**src/rtl/mux16_rr_sched.sv**
```systemverilog
// Round-robin scheduler for a 16-source, 4-bit-select mux datapath.
// One source is picked per cycle, and its word is captured into a one-entry
// output buffer. The buffer is drained downstream with a valid/ready handshake.
module mux16_rr_sched #(
  parameter int unsigned W = 4,   // data width per source
  parameter int unsigned N = 16   // number of sources; select logic assumes 16
) (
  input  logic             clk,
  input  logic             rst,
  input  logic [N-1:0]     req,
  input  logic [N*W-1:0]   din,
  output logic [N-1:0]     ack,
  output logic [2:0]       s1,
  output logic             s0,
  output logic             out_valid,
  output logic [W-1:0]     out_data,
  output logic [3:0]       out_src,
  input  logic             out_ready
);

  localparam int unsigned SEL_W = 4;

  typedef enum logic [0:0] {
    IDLE = 1'b0,
    FULL = 1'b1
  } state_e;

  // Registered state
  state_e           state_q, state_d;
  logic [SEL_W-1:0] ptr_q, ptr_d;
  logic [SEL_W-1:0] sel_q, sel_d;
  logic             out_valid_q, out_valid_d;
  logic [W-1:0]     out_data_q, out_data_d;
  logic [SEL_W-1:0] out_src_q, out_src_d;

  // Combinational arbitration and control
  logic             found_c;
  logic [SEL_W-1:0] win_c;
  logic [SEL_W-1:0] idx_c;
  logic [W-1:0]     din_word_c;
  logic             can_load_c;
  logic             capture_c;
  logic [N-1:0]     ack_c;

  // Rotating priority scan: start just after the last grantee, wrap at 16.
  always_comb begin
    found_c = 1'b0;
    win_c   = ptr_q;
    idx_c   = '0;
    for (int unsigned i = 1; i <= N; i++) begin
      idx_c = ptr_q + SEL_W'(i);
      if (!found_c && req[idx_c]) begin
        found_c = 1'b1;
        win_c   = idx_c;
      end
    end
  end

  // Word presented by the current winner, taken straight from the source lanes.
  always_comb begin
    din_word_c = din[32'(win_c)*W +: W];
  end

  // Buffer can accept when empty or when its word leaves at this edge.
  always_comb begin
    can_load_c = (state_q == IDLE) || (out_valid_q && out_ready);
    capture_c  = can_load_c && found_c;
  end

  // Next-state and next-register logic; defaults hold everything.
  always_comb begin
    state_d     = state_q;
    ptr_d       = ptr_q;
    sel_d       = sel_q;
    out_valid_d = out_valid_q;
    out_data_d  = out_data_q;
    out_src_d   = out_src_q;
    ack_c       = '0;

    case (state_q)
      IDLE: begin
        if (found_c) begin
          state_d = FULL;
        end
      end
      FULL: begin
        if (out_ready && !found_c) begin
          // Consumed with nothing to refill: data/src keep their stale values.
          state_d     = IDLE;
          out_valid_d = 1'b0;
        end
      end
      default: begin
        state_d = IDLE;
      end
    endcase

    if (capture_c) begin
      out_data_d   = din_word_c;
      out_src_d    = win_c;
      sel_d        = win_c;
      ptr_d        = win_c;
      out_valid_d  = 1'b1;
      state_d      = FULL;
      ack_c[win_c] = 1'b1;
    end
  end

  // State registers with synchronous reset; ptr=15 gives source 0 first priority.
  always_ff @(posedge clk) begin
    if (rst) begin
      state_q     <= IDLE;
      ptr_q       <= SEL_W'(N - 1);
      sel_q       <= '0;
      out_valid_q <= 1'b0;
      out_data_q  <= '0;
      out_src_q   <= '0;
    end else begin
      state_q     <= state_d;
      ptr_q       <= ptr_d;
      sel_q       <= sel_d;
      out_valid_q <= out_valid_d;
      out_data_q  <= out_data_d;
      out_src_q   <= out_src_d;
    end
  end

  // Output mapping; ack is the capture strobe and is combinational by design.
  assign ack       = ack_c;
  assign s1        = sel_q[2:0];
  assign s0        = sel_q[3];
  assign out_valid = out_valid_q;
  assign out_data  = out_data_q;
  assign out_src   = out_src_q;

  // At most one source acknowledged per cycle.
  a_ack_onehot: assert property (@(posedge clk) disable iff (rst) $onehot0(ack_c));

  // Acks only occur when the buffer can take a word.
  a_ack_load: assert property (@(posedge clk) disable iff (rst) (ack_c != '0) |-> can_load_c);

  // A stalled word must not change.
  a_hold: assert property (@(posedge clk) disable iff (rst)
    (out_valid_q && !out_ready) |=> ($stable(out_data_q) && $stable(out_src_q)));

endmodule
```
**config.mk**
```make
export PLATFORM = sky130hd
export DESIGN_NAME = mux16_rr_sched
export DESIGN_NICKNAME = d
export VERILOG_FILES = /design/src/rtl/mux16_rr_sched.sv
export SDC_FILE = /design/constraint.sdc
export NUM_CORES = 1
export LEC_CHECK = 0
export BUFFER_PORTS_ARGS = -buffer_cell sky130_fd_sc_hd__clkbuf_2
export CELL_PAD_IN_SITES_DETAIL_PLACEMENT = 0
export CELL_PAD_IN_SITES_GLOBAL_PLACEMENT = 1
export CORE_ASPECT_RATIO = 0.7
export CORE_MARGIN = 3
export CORE_UTILIZATION = 42
export CTS_BUF_LIST = sky130_fd_sc_hd__clkbuf_8
export CTS_CLUSTER_SIZE = 12
export DETAILED_ROUTE_END_ITERATION = 6
export GPL_TIMING_DRIVEN = 0
export PLACE_DENSITY = 0.95
export SLEW_MARGIN = 5
export SYNTH_ARGS = -nofsm -noshare
export SYNTH_HDL_FRONTEND = slang
export SYNTH_SLANG_ARGS = --single-unit
```
**constraint.sdc**
```tcl
create_clock -name clk -period 10.8 [get_ports clk]
set_input_delay 2.16 -clock clk [delete_from_list [all_inputs] [get_ports clk]]
set_output_delay 2.16 -clock clk [all_outputs]
set_load 0.02 [all_outputs]
```
After elaboration in Yosys (flattened, before gate mapping)

Index checks and enable logic that the tools add are counted.

$add $sub $neg: 15
Multiply operators: 0
Div/mod/pow operators: 0
Magnitude comparators: 18
Equal/unequal tests: 0
Shift-type cells: 1
Multiplexer cells: 74
Bitwise logic cells: 1
Reductions and logical operators: 39

Operators by type and width:

| operator              | count |
|---|---|
| $lt A4 B5 Y1 const B  | 17 |
| $bmux W1 S4           | 16 |
| $mux W4               | 16 |
| $shiftx A64 B7 Y4     | 1 |
| $mux W1               | 39 |
| $add A4 B4 Y4 const B | 8 |
| $logic_and A1 B1 Y1   | 19 |
| $add A4 B3 Y4 const B | 4 |
| $logic_not A1 Y1      | 16 |
| $mux W16              | 1 |
| $add A4 B2 Y4 const B | 2 |
| $add A4 B1 Y4 const B | 1 |
| $demux W1 S4          | 1 |
| $ge A4 B1 Y1 const B  | 1 |
| $reduce_bool A2 Y1    | 2 |
| $pmux W1 S2           | 1 |
| $reduce_and A2 Y1     | 1 |
| $logic_or A1 B1 Y1    | 1 |
| $not A1 Y1            | 1 |

Bits in registers: 14
Latch bits: 0
RAM bits: 0
ROM bits: 0
Bits of input ports: 83
Word-level logic and storage cells: 153
Memories: 0

Logic depth before layout (Yosys ltp)

Depth in word-level cells: 54
Mapped depth: 20
Mapped depth without buffers: 14

Least setup slack after synthesis

No wires, ideal clock.

Path type: input -> output
From: input req[11]
To: output ack[0]
Arrival time: 5.397 ns
Data required time: 8.640 ns
Setup slack: 3.243 ns
Stages on the path: 13
Cell sequence: mux4_2 > mux2_2 > mux2_2 > or3_4 > nor4_1 > or4_1 > o211a_1 > o32ai_2 > buf_6 > buf_8 > or3_1 > clkbuf_1 > nor2_1

Word-level cells in the longest chain between the ends: 53
Elaborated cells on any way between the ends: 101

Ends and longest elaborated chain:

| element                                                                   | line | source |
|---|---|---|
| from (decl)                                                               | 10   | `input logic [N-1:0] req,` |
| $bmux W1 S4                                                               | 52   | `if (!found_c && req[idx_c]) begin` |
| $mux W1 (implied by the code)                                             | 52   |  |
| $mux W1                                                                   | 52   |  |
| $logic_not A1 Y1                                                          | 52   |  |
| $logic_and A1 B1 Y1                                                       | 52   |  |
| $mux W1                                                                   | 52   |  |
| $logic_not A1 Y1                                                          | 52   |  |
| $logic_and A1 B1 Y1                                                       | 52   |  |
| (+37 left out)                                                            | --   |  |
| $logic_not A1 Y1                                                          | 52   |  |
| $logic_and A1 B1 Y1                                                       | 52   |  |
| $mux W4                                                                   | 52   |  |
| $lt A4 B5 Y1 (implied by the code) / $ge A4 B1 Y1 (equally long branches) | 105  | `ack_c[win_c] = 1'b1;` |
| $logic_and A1 B1 Y1 (implied by the code)                                 | 105  |  |
| $mux W1 (implied by the code)                                             | 105  |  |
| $demux W1 S4                                                              | 105  |  |
| $mux W16 *                                                                | 98   | `if (capture_c) begin` |
| to (decl)                                                                 | 12   | `output logic [N-1:0] ack,` |

Mark *: on every way between the ends. The rest lies on a longest branch, timed or not. The select of a mux whose other input is x is not followed.

Worst setup path after layout

From: input req[13]
To: output ack[3]

Same word-level chain as after synthesis.

==> run_summary.xml <==
<?xml version="1.0" encoding="UTF-8"?>
<metrics>
  <group name="status">
    <metric name="status" unit="">completed</metric>
  </group>
  <group name="yosys">
    <metric name="syn-num-nets" unit="">495</metric>
    <metric name="yosys_cell_types" unit="">67</metric>
    <metric name="synth_top_family_by_area" unit="">multiplexers</metric>
    <metric name="synth.mux.area_fraction" unit="">0.4081</metric>
    <metric name="ys_dominant_reg_cell" unit="">dfxtp_1</metric>
    <metric name="synth_compound_gate_area_share" unit="">0.1748</metric>
    <metric name="postSynth.asyncResetShare" unit="">0</metric>
    <metric name="syn-instance-count" unit="">404</metric>
    <metric name="ys.warnings.count" unit="">0</metric>
    <metric name="netlist_area" unit="µm²">3450</metric>
    <metric name="synth_simple_gate_area_frac" unit="">0.2002</metric>
    <metric name="synth-adder-area-share" unit="">0.02902</metric>
    <metric name="synth_edf_count" unit="">0</metric>
    <metric name="yosys_register_bits" unit="">14</metric>
    <metric name="synth-xor-area-share" unit="">0.04570</metric>
    <metric name="yosysSeqAreaShare" unit="">0.08125</metric>
    <metric name="avgSynthCellArea" unit="µm²">8.539</metric>
  </group>
  <group name="timing">
    <metric name="final.hold.worst_slack" unit="ns">0.4826</metric>
    <metric name="maxClockFrequency" unit="MHz">120.1</metric>
    <metric name="final_min_period_over_clock_period" unit="">0.7709</metric>
    <metric name="worst_clock_skew" unit="ns">0.002963</metric>
    <metric name="grt_setup_unrepaired" unit="">no</metric>
    <metric name="timing.final.hold_violations" unit="">0</metric>
    <metric name="slew-limit-headroom" unit="">0.4967</metric>
    <metric name="worst_pin_slew" unit="ns">0.7340</metric>
    <metric name="finalCriticalPeriod" unit="ns">8.326</metric>
    <metric name="final-max-slew-violation-count" unit="">0</metric>
    <metric name="finalSetupViolCount" unit="">0</metric>
    <metric name="timing.setup.tns" unit="ns">0</metric>
  </group>
  <group name="clock_tree">
    <metric name="ctsRootBufferMaster" unit="">clkbuf_8</metric>
    <metric name="cts.repair.resized" unit="">0</metric>
    <metric name="clock_tree.htree_level_count" unit="">1</metric>
    <metric name="clock_transition_at_the_registers_of_the_reported_paths" unit="ns">0.06</metric>
    <metric name="clockBufferDepth" unit="">2</metric>
    <metric name="cts_tree" unit="">built</metric>
    <metric name="cts_sinks" unit="">14</metric>
    <metric name="post_cts_buffers" unit="">0</metric>
    <metric name="cts-buffers-inserted" unit="">3</metric>
    <metric name="insertion_delay" unit="ns">0.25</metric>
    <metric name="cts-hold-fix-buffers" unit="">0</metric>
  </group>
  <group name="critical_path">
    <metric name="crit_path_top_delay_cell" unit="">mux4_2</metric>
    <metric name="timing.reg2reg.worst_path_depth" unit="">18</metric>
    <metric name="crit_path_cell_trace" unit="">clkbuf_2, mux4_2, mux2i_1, mux2i_1, or3_4, nor4_1, or4_1, o211a_1, o32ai_2, buf_6, buf_8, or3_1, clkbuf_1, nor2_1, clkbuf_2</metric>
    <metric name="cp_max_fo" unit="">10</metric>
    <metric name="timing.setup.critical_path_class" unit="">in -&gt; out</metric>
    <metric name="critical-path-top-delay-family" unit="">simple AND/OR/NAND/NOR gates</metric>
    <metric name="crit_path_max_incr_delay" unit="ns">0.54</metric>
    <metric name="startpoint" unit="">req[13]</metric>
    <metric name="endpoint" unit="">ack[3]</metric>
    <metric name="r2r-start" unit="">ptr_q[1]$_SDFFE_PP1P_</metric>
    <metric name="r2r_slack" unit="ns">5.20</metric>
    <metric name="critPathLaunchType" unit="">input pin</metric>
    <metric name="worstPathBufferInverterCount" unit="">5</metric>
    <metric name="setup.worst_path.end_class" unit="">output pin</metric>
    <metric name="worstReg2RegEnd" unit="">out_data[1]$_SDFFE_PP0P_</metric>
    <metric name="critPathArrivalTime" unit="ns">6.17</metric>
    <metric name="crit_cells" unit="">15</metric>
    <metric name="worst-endpoint-required" unit="ns">8.64</metric>
  </group>
  <group name="place">
    <metric name="portBuffers" unit="">111</metric>
    <metric name="globalplace.congestion" unit="">1.029</metric>
    <metric name="place.detailed.hpwl" unit="mm">9.575</metric>
  </group>
  <group name="hold_path">
    <metric name="min_delay_path_depth" unit="">2</metric>
    <metric name="class_of_the_most_critical_hold_timing_path" unit="">reg -&gt; reg</metric>
  </group>
  <group name="die">
    <metric name="die-width" unit="µm">114.3</metric>
    <metric name="initial_core_utilization" unit="">0.4512</metric>
    <metric name="rows" unit="">26</metric>
    <metric name="vertical_die_dimension" unit="µm">81.83</metric>
    <metric name="floorplan.core_area" unit="µm²">7645</metric>
    <metric name="design.die.area" unit="µm²">9354</metric>
    <metric name="io-pin-count" unit="">112</metric>
  </group>
  <group name="global_routing">
    <metric name="grt_max_degree" unit="">12</metric>
    <metric name="initial_antenna_violation_count" unit="">0</metric>
    <metric name="grt-ovfl-total" unit="">0</metric>
    <metric name="grt_first_pass_wirelength" unit="mm">17.83</metric>
    <metric name="first_global_vias" unit="">3502</metric>
    <metric name="global_route.usage.total" unit="">0.2383</metric>
  </group>
  <group name="detailed_routing">
    <metric name="drt_iter0_markers" unit="">404</metric>
    <metric name="drt_drc_violations_left" unit="">0</metric>
    <metric name="avg_vias_per_cell" unit="">6.126</metric>
    <metric name="routed-via-count" unit="">3780</metric>
    <metric name="dr_wl_cell" unit="µm">19.01</metric>
    <metric name="drt_first_pass_iters" unit="">6</metric>
    <metric name="final_antenna_net_count" unit="">0</metric>
    <metric name="drt-total-wl" unit="mm">11.73</metric>
  </group>
  <group name="run">
    <metric name="cap_viol_max_count" unit="">0</metric>
  </group>
  <group name="layout">
    <metric name="synthToLayoutAreaGrowth" unit="%">21.25</metric>
    <metric name="nets_final" unit="">611</metric>
    <metric name="drive_above_1_share" unit="">0.3661</metric>
    <metric name="n_antenna_cell" unit="">0</metric>
    <metric name="fill_cells" unit="">679</metric>
  </group>
</metrics>
-- placed cells by master, fill, tap and decap left out, types with 3 or more instances in the layout --
| cell | n |
|---|---|
| o32ai_1 | 3 |
| o211ai_1 | 3 |
| clkbuf_8 | 4 |
| nand2_1 | 31 |
| a21oi_1 | 23 |
| a211oi_1 | 6 |
| mux2i_1 | 63 |
| nor4_1 | 3 |
| a2111oi_0 | 3 |
| mux2_2 | 18 |
| or2_2 | 3 |
| buf_2 | 3 |
| mux2_1 | 5 |
| o22ai_1 | 11 |
| nand3_1 | 6 |
| clkbuf_1 | 6 |
| o21ai_0 | 9 |
| nand2b_1 | 10 |
| buf_6 | 5 |
| buf_4 | 7 |
| nor3_1 | 10 |
| dfxtp_1 | 14 |
| inv_1 | 6 |
| xor2_1 | 3 |
| nor2b_1 | 6 |
| mux4_2 | 23 |
| clkbuf_2 | 111 |
| a22o_1 | 3 |
| nor2_1 | 53 |
| xnor2_1 | 10 |
| ha_1 | 8 |
-- worst min path at each step --
| stage | startpoint | endpoint | slack, ns |
|---|---|---|---|
| floorplan | state_q$_SDFF_PP0_ | state_q$_SDFF_PP0_ | 0.49 |
| global placement | out_src[0]$_SDFFE_PP0P_ | out_src[0]$_SDFFE_PP0P_ | 0.47 |
| detailed placement | out_src[0]$_SDFFE_PP0P_ | out_src[0]$_SDFFE_PP0P_ | 0.48 |
| CTS | out_src[0]$_SDFFE_PP0P_ | out_src[0]$_SDFFE_PP0P_ | 0.49 |
| global route | out_src[2]$_SDFFE_PP0P_ | out_src[2]$_SDFFE_PP0P_ | 0.51 |
| finish | out_src[0]$_SDFFE_PP0P_ | out_src[0]$_SDFFE_PP0P_ | 0.48 |
-- state kept, by name (all words and copies together) (netlist names) --
signal     count
out_data       4
state_q        1
ptr_q          4
out_src        4
out_valid      1
-- stage by stage --
step / std cells / area [µm²] / util / setup slack, ns
2_1_floorplan: 404 / 3450 / - / 3.243
3_3_place_gp: 613 / 4128 / 0.5399 / 2.631
3_5_place_dp: 613 / 4128 / 0.5399 / 2.617
4_1_cts: 617 / 4183 / 0.5471 / 2.604
5_1_grt: 617 / 4183 / 0.5471 / 2.337
6_report: 617 / 4183 / 0.5471 / 2.474
-- cell families (layout without fill, tap and decap cells) --
logic type               after synthesis  count (layout)
AO/OA/AOI/OAI                         87              87
multiplexers                         109             109
XOR/XNOR                              15              15
adder cells (fa/ha/maj)                8               8
buffers and inverters                 32             147
flip-flops                            14              14
AND/OR/NAND/NOR                      139             139
-- synthesized netlist by cell type (5+ instances only) --
cell	n	area (µm²)
dfxtp_1	14	280.3
a211oi_1	6	45.04
mux2i_1	63	630.6
nor2_1	53	198.9
mux4_2	23	518.0
xnor2_1	10	87.58
nand3_1	6	30.03
buf_4	7	52.55
mux2_2	18	202.7
nand2b_1	10	62.56
o21ai_0	9	45.04
o22ai_1	11	68.82
ha_1	8	100.1
inv_1	6	22.52
buf_6	5	56.30
nor2b_1	6	37.54
nand2_1	31	116.4
a21oi_1	23	115.1
nor3_1	10	50.05
clkbuf_1	6	22.52
mux2_1	5	56.30
-- metal layers --
layer | vias up | GRT usage | routed length, µm
met2 | 212 | 0.3586 | 5128
met5 | - | 0 | 0
li1 | 1778 | - | -
met3 | 13 | 0.05891 | 1342
met1 | 1777 | 0.3479 | 5143
met4 | 0 | 0.04152 | 117
-- area by class of cell --
| type | count | area, µm² | area share |
|---|---|---|---|
| Inverter | 8 | 30.03 | 0.007179 |
| Multi-Input combinational cell | 358 | 2959 | 0.7074 |
| Sequential cell | 14 | 280.3 | 0.06701 |
| Clock buffer | 4 | 55.05 | 0.01316 |
| Tap cell | 98 | 122.6 | 0.02932 |
| Buffer | 24 | 180.2 | 0.04308 |
| Timing Repair Buffer | 111 | 555.5 | 0.1328 |
-- worst register-to-register path: cells and delay by family (launching register included) --
kind | cells | cell delay, ns
buffers and inverters | 5 | 1.07
multiplexers | 3 | 1.01
AND/OR/NAND/NOR | 7 | 2.16
adder cells (fa/ha/maj) | 1 | 0.46
flip-flops | 1 | 0.42
AO/OA/AOI/OAI | 2 | 0.37
Power is not shown: default switching activity piles up to over one toggle a cycle in this logic, so the estimate is an artifact.
